**src/rtl/dmem_pkg.sv**
```systemverilog
`default_nettype none
// ============================================================================
// dmem_pkg : shared types and helpers for the data-memory responder
// Rev 1.0
// ============================================================================
package dmem_pkg;

   localparam int unsigned WORD_ADDR_W = 30;

   typedef struct packed {
      logic [WORD_ADDR_W-1:0] addr;
      logic [31:0]            data;
      logic [3:0]             mask;
   } wb_entry_t;

   typedef enum logic [1:0] {
      DR_IDLE   = 2'd0,
      DR_WAIT   = 2'd1,
      DR_COMMIT = 2'd2
   } drain_state_t;

   function automatic logic [3:0] lane_mask(input logic byte_en, input logic [1:0] lane);
      lane_mask = byte_en ? (4'b0001 << lane) : 4'b1111;
   endfunction

   // Little-endian merge: lane l of upd replaces lane l of base where mask[l] is set.
   function automatic logic [31:0] merge_lanes(input logic [31:0] base,
                                               input logic [31:0] upd,
                                               input logic [3:0]  mask);
      logic [31:0] r;
      r = base;
      for (int l = 0; l < 4; l++) begin
         if (mask[l]) r[8*l +: 8] = upd[8*l +: 8];
      end
      return r;
   endfunction

endpackage
`default_nettype wire

```
**src/rtl/dmem_wbuf.sv**
```systemverilog
`default_nettype none
// ============================================================================
// dmem_wbuf : circular posted-write buffer; entries exposed oldest-first
// Rev 1.0
// ============================================================================
module dmem_wbuf
   import dmem_pkg::*;
#(
   parameter int unsigned DEPTH = 4
) (
   input  logic                         clk_i,
   input  logic                         rst_i,
   input  logic                         push_i,
   input  wb_entry_t                    push_entry_i,
   input  logic                         pop_i,
   output wb_entry_t                    head_o,
   output logic                         full_o,
   output logic [$clog2(DEPTH+1)-1:0]   count_o,
   output wb_entry_t                    age_entry_o [DEPTH],
   output logic [DEPTH-1:0]             age_valid_o
);

   localparam int unsigned PTR_W = $clog2(DEPTH);
   localparam int unsigned CNT_W = $clog2(DEPTH + 1);

   wb_entry_t         mem_q [DEPTH];
   logic [PTR_W-1:0]  head_q, head_d;
   logic [PTR_W-1:0]  tail_q, tail_d;
   logic [CNT_W-1:0]  count_q, count_d;
   logic              push_ok;
   logic              pop_ok;

   assign full_o  = (count_q == CNT_W'(DEPTH));
   assign count_o = count_q;
   assign head_o  = mem_q[head_q];
   assign push_ok = push_i && !full_o;
   assign pop_ok  = pop_i && (count_q != '0);

   always_comb begin
      head_d  = head_q;
      tail_d  = tail_q;
      count_d = count_q;
      if (push_ok) tail_d = tail_q + 1'b1;
      if (pop_ok)  head_d = head_q + 1'b1;
      case ({push_ok, pop_ok})
         2'b10:   count_d = count_q + 1'b1;
         2'b01:   count_d = count_q - 1'b1;
         default: count_d = count_q;
      endcase
   end

   always_ff @(posedge clk_i or posedge rst_i) begin
      if (rst_i) begin
         head_q  <= '0;
         tail_q  <= '0;
         count_q <= '0;
      end else begin
         head_q  <= head_d;
         tail_q  <= tail_d;
         count_q <= count_d;
      end
   end

   always_ff @(posedge clk_i) begin
      if (push_ok) mem_q[tail_q] <= push_entry_i;
   end

   // Slot k of the age view is the k-th oldest entry (k = 0 is the head).
   for (genvar k = 0; k < DEPTH; k++) begin : g_age
      logic [PTR_W-1:0] idx;
      assign idx            = head_q + PTR_W'(k);
      assign age_entry_o[k] = mem_q[idx];
      assign age_valid_o[k] = (CNT_W'(k) < count_q);
   end

endmodule
`default_nettype wire

```
**src/rtl/dmem_responder.sv**
```systemverilog
`default_nettype none
// ============================================================================
// dmem_responder : M-stage data-memory responder with posted write buffer,
//                  timed drain to word RAM and byte-lane read forwarding
// Rev 1.0
// ============================================================================
module dmem_responder
   import dmem_pkg::*;
#(
   parameter int unsigned ADDR_WIDTH  = 6,
   parameter int unsigned WB_DEPTH    = 4,
   parameter int unsigned WAIT_STATES = 2
) (
   input  logic                            clk,
   input  logic                            reset,
   input  logic                            MemWriteM,
   input  logic [31:0]                     ALUResult,
   input  logic [31:0]                     WriteData,
   input  logic                            be,
   output logic [31:0]                     ReadData,
   output logic                            StallM,
   output logic [$clog2(WB_DEPTH+1)-1:0]   WbCount,
   output logic                            Busy
);

   localparam int unsigned       CNT_W       = $clog2(WB_DEPTH + 1);
   localparam int unsigned       WAIT_W      = (WAIT_STATES > 1) ? $clog2(WAIT_STATES) : 1;
   localparam logic [WAIT_W-1:0] WAIT_RELOAD = WAIT_W'(WAIT_STATES - 1);

   logic [31:0]            ram_q [2**ADDR_WIDTH];
   drain_state_t           state_q, state_d;
   logic [WAIT_W-1:0]      wait_q, wait_d;
   logic                   push;
   logic                   pop;
   logic                   full;
   logic [CNT_W-1:0]       count;
   wb_entry_t              push_entry;
   wb_entry_t              head;
   wb_entry_t              age_entry [WB_DEPTH];
   logic [WB_DEPTH-1:0]    age_valid;
   logic [ADDR_WIDTH-1:0]  word_addr;
   logic [ADDR_WIDTH-1:0]  head_addr;
   logic [31:0]            fwd_word;
   logic                   unused_bits;

   assign word_addr   = ALUResult[ADDR_WIDTH+1:2];
   assign head_addr   = head.addr[ADDR_WIDTH-1:0];
   assign unused_bits = ^{ALUResult[31:ADDR_WIDTH+2], head.addr[WORD_ADDR_W-1:ADDR_WIDTH]};

   // A commit in the same cycle does not relieve a full buffer.
   assign StallM  = MemWriteM && full;
   assign push    = MemWriteM && !full;
   assign WbCount = count;
   assign Busy    = (count != '0);

   always_comb begin
      push_entry.addr = WORD_ADDR_W'(word_addr);
      push_entry.mask = lane_mask(be, ALUResult[1:0]);
      push_entry.data = be ? {4{WriteData[7:0]}} : WriteData;
   end

   dmem_wbuf #(
      .DEPTH (WB_DEPTH)
   ) u_wbuf (
      .clk_i        (clk),
      .rst_i        (reset),
      .push_i       (push),
      .push_entry_i (push_entry),
      .pop_i        (pop),
      .head_o       (head),
      .full_o       (full),
      .count_o      (count),
      .age_entry_o  (age_entry),
      .age_valid_o  (age_valid)
   );

   // IDLE also reacts to an incoming push so the first commit lands
   // WAIT_STATES+1 edges after the enqueue edge.
   always_comb begin
      state_d = state_q;
      wait_d  = wait_q;
      pop     = 1'b0;
      case (state_q)
         DR_IDLE: begin
            if (push || (count != '0)) begin
               state_d = DR_WAIT;
               wait_d  = WAIT_RELOAD;
            end
         end
         DR_WAIT: begin
            if (wait_q == '0) state_d = DR_COMMIT;
            else              wait_d  = wait_q - 1'b1;
         end
         DR_COMMIT: begin
            pop = 1'b1;
            if ((count > CNT_W'(1)) || push) begin
               state_d = DR_WAIT;
               wait_d  = WAIT_RELOAD;
            end else begin
               state_d = DR_IDLE;
            end
         end
         default: state_d = DR_IDLE;
      endcase
   end

   always_ff @(posedge clk or posedge reset) begin
      if (reset) begin
         state_q <= DR_IDLE;
         wait_q  <= '0;
      end else begin
         state_q <= state_d;
         wait_q  <= wait_d;
      end
   end

   always_ff @(posedge clk) begin
      if (pop) ram_q[head_addr] <= merge_lanes(ram_q[head_addr], head.data, head.mask);
   end

   // Oldest to newest so the youngest store wins each lane; the committing
   // head is still visible here in its commit cycle.
   always_comb begin
      fwd_word = ram_q[word_addr];
      for (int k = 0; k < WB_DEPTH; k++) begin
         if (age_valid[k] && (age_entry[k].addr == WORD_ADDR_W'(word_addr)))
            fwd_word = merge_lanes(fwd_word, age_entry[k].data, age_entry[k].mask);
      end
   end

   assign ReadData = be ? {24'b0, fwd_word[{ALUResult[1:0], 3'b000} +: 8]} : fwd_word;

endmodule
`default_nettype wire
```
**config.mk**
```make
export PLATFORM = sky130hd
export DESIGN_NAME = dmem_responder
export DESIGN_NICKNAME = d
export VERILOG_FILES = /design/src/rtl/dmem_pkg.sv /design/src/rtl/dmem_wbuf.sv /design/src/rtl/dmem_responder.sv
export SDC_FILE = /design/constraint.sdc
export NUM_CORES = 2
export LEC_CHECK = 0
export ABC_CLOCK_PERIOD_IN_PS = 12000
export BUFFER_PORTS_ARGS = -buffer_cell sky130_fd_sc_hd__buf_2
export CAP_MARGIN = 15
export CELL_PAD_IN_SITES_DETAIL_PLACEMENT = 0
export CELL_PAD_IN_SITES_GLOBAL_PLACEMENT = 2
export CORE_MARGIN = 5
export CORE_UTILIZATION = 35
export CTS_BUF_LIST = sky130_fd_sc_hd__clkbuf_4 sky130_fd_sc_hd__clkbuf_8
export CTS_CLUSTER_DIAMETER = 100
export DETAILED_ROUTE_END_ITERATION = 6
export PLACE_DENSITY = 0.7
export SLEW_MARGIN = 20
export SYNTH_ARGS = -nofsm -noshare
export SYNTH_HDL_FRONTEND = slang
export SYNTH_SLANG_ARGS = --single-unit
```
**constraint.sdc**
```tcl
create_clock -name clk -period 12 [get_ports clk]
set_input_delay 1.2 -clock clk [delete_from_list [all_inputs] [get_ports clk]]
set_output_delay 1.2 -clock clk [all_outputs]
set_load 0.005 [all_outputs]
```
==> metrics.cfg <==
[synthesis]
synth-edff-count = 2216
synthDistinctLibCells = 84
synthCells = 4804
synthSimpleGateAreaFrac_pct = 3.992
yosysTopAreaCellShare_pct = 72.62
yosys.area.top_type = edfxtp_1
yosys-mux-area-fraction_pct = 17.17
synth.most_common_cell = edfxtp_1
ys_seq_elements = 2226
syn_area_per_cell_um2 = 19.08
ys.flop_type = edfxtp_1
synth_top_family_by_area = multiplexers
netlist_top_cells_area = edfxtp_1 73%, mux4_2 14%, mux2i_1 2.3%
netlist_area_um2 = 91640
synthAdderAreaFrac_pct = 0.1229
synth_xor_area_share_pct = 0.2471
ys_seq_area_share_pct = 72.89
synth_compound_area_share_pct = 3.820
async_reset_ff_share_pct = 0.4492
syn-num-nets = 4881
yosys_warnings = 0
synthTopCellsByCount = 2,216 x edfxtp_1, 558 x mux4_2, 385 x nor2_1

[clocking]
post_cts_buffers = 0
clock_latency_ns = 0.98
htree_levels = 5
clk_path_buf_depth = 4
cts_hold_buf = 0
path_clk_slew_ns = 0.06
cts_sinks = 2226
cts_buffers = 350
root_buffer = clkbuf_8
cts_tree = yes
cts_resized = 0

[finish]
nets = 5141
multi_input_area_um2 = 23600
final_area_um2 = 103000
syn_to_final_growth_pct = 12.43
n_fill_cell = 23500
seqCellArea_um2 = 66800
drive_gt1_share_pct = 27.10

[outcome]
outcome = finished, final reports clean

[global_route]
grt_first_pass_wirelength_um = 362200
grt_max_degree = 129
grt_pass1_vias = 48610
grt_usage_pct = 18.24
antenna_found_initial = 7
grt_overflow = 0

[timing]
fmax_mhz = 128.2
setup_viol = 0
fin_skew_ns = 0.08194
rsz0062_at_grt = no
final_hold_viol_count = 0
max_slew_margin_pct = 17.82
setup_ws_ns = 4.202
fin_setup_tns_ns = 0
tightest_slew_ns = 1.202
fin_crit_sh_pct = 64.98
slew_viol_final = 0
layout_min_cycle_time_ns = 7.798
holdWs_ns = 0.2242

[pwr]
clock_power_share_pct = 29.6
swShare_pct = 31.20
vdd_drop_max_v = 0.0001690
p_int_uw = 14530
p_leak_uw = 0.03211
p_switching_uw = 6589
seqPwrFrac_pct = 49.1
p_per_area_nw_per_um2 = 205.0
totalPowerFinal_uw = 21120
p_comb_share_pct = 21.3

[routing]
drt-wirelength-per-cell_um = 28.73
ant_nets = 0
avgViaCountPerCell = 5.474
drt_wl_total_um = 253700
initialDrtViolationCount = 5297
drc_errors = 0
firstDrtPassIters = 6
vias = 48340

[critical_path]
critPathMaxFanout = 69
crit_type = reg2out
cp.arrival_ns = 6.60
crit_required_ns = 10.80
cp-end-kind = primary output
crit_path_start_kind = flip-flop

[floorplan]
die-height_um = 521.7
fp.dieW_um = 521.7
num_rows = 187
start_util_pct = 35.22
die_area_um2 = 272200
coreArea_um2 = 260200
pin_count = 105

[placed_design]
port_buffers = 80
dp_slack_ns = 4.536
place_area_um2 = 96380
gp_congestion = 0.8321
dpl.hpwl_um = 156600

[worst_hold_path]
hold_path.class = in2async

[run]
cap_violations = 0

==> through the flow <==
step	util, %	cells
after detailed placement	37.04	8208
after global routing	39.60	8829
final	39.60	8831
after floorplan	-	4804
after CTS	39.59	8828
after global placement	37.04	8208
==> worst paths after layout <==
check / start / end / slack [ns] / cells after the start
max reg2reg: u_wbuf.head_q[1] / ram_q[50][18] / 6.25 / 7
min in group clk: wait_q / state_q[1] / 0.50 / 1
min: reset / state_q[0] / 0.22 / 2
max: u_wbuf.head_q[1] / ReadData[3] / 4.20 / 12
min reg2reg: wait_q / state_q[1] / 0.50 / 1
max in group asynchronous: reset / u_wbuf.head_q[1] / 11.45 / 2
==> sequential cells by signal, summed over array words and instances, names as in the netlist <==
register	cells
u_wbuf.count_o	3
ram_q	2048
state_q	2
u_wbuf.mem_q	168
u_wbuf.tail_q	2
wait_q	1
u_wbuf.head_q	2
==> per-layer routing <==
layer	vias up	GRT usage, %	part of all wire, %
li1	20260	-	-
met5	-	0	0
met3	348	2.881	7.1
met2	1936	28.99	47
met1	25800	26.23	43
met4	0	4.953	2.4
==> kinds of logic (layout without fill, tap and decap cells) <==
kind of cell | count (synthesis) | after routing
AOI/OAI and AO/OA | 521 | 521
xor gates and xnor gates | 25 | 25
adders and majority gates | 9 | 9
buffers and inverters | 334 | 862
DFF | 2226 | 2226
muxes | 860 | 860
other | 0 | 3
and+or+nand+nor | 829 | 829
==> cells in the final DEF, fill, tap and decap left out, types with 25 or more instances in the layout <==
cell,n
a211oi_1,55
edfxtp_1,2216
nor2b_1,40
a21oi_4,25
buf_2,75
mux2_2,92
nor2_1,377
buf_4,106
mux2i_1,208
a22oi_1,34
clkbuf_8,358
nor3_1,46
nand2_1,206
clkinv_2,51
nand3_1,34
o21ai_0,98
mux4_2,558
clkinv_1,98
a21oi_1,107
clkbuf_4,91
inv_1,43
==> power groups by stage <==
stage	clock network [uW]	registers [uW]	logic, uW
6_report	6260	10400	4500
5_1_grt	6740	10400	4790
3_3_place_gp	0	10500	4380
4_1_cts	6390	10400	4530
3_5_place_dp	0	10500	4530
2_1_floorplan	0	10500	2520
==> layout make-up <==
type,instances,share of cell area (%)
repair buffers,195,1.388
diodes,3,0.007287
well taps,3496,4.246
flip-flops and latches,2226,64.84
clock buffers,448,5.432
clock inverters,172,1.008
multi-input cells,2244,22.91
inverters,47,0.1737
==> critical path, stage by stage, from the launching register on <==
cell	delay (ns)
dfrtp_4	0.87
buf_4	0.66
buf_4	0.80
mux2_2	0.44
mux2_2	0.32
o21ai_0	0.08
nor4_1	0.11
a21oi_1	0.46
a21boi_0	0.80
a211oi_2	0.16
nor3_1	0.52
a2111o_1	0.21
buf_2	0.12
No activity file was read; power rests on OpenSTA's default activity.
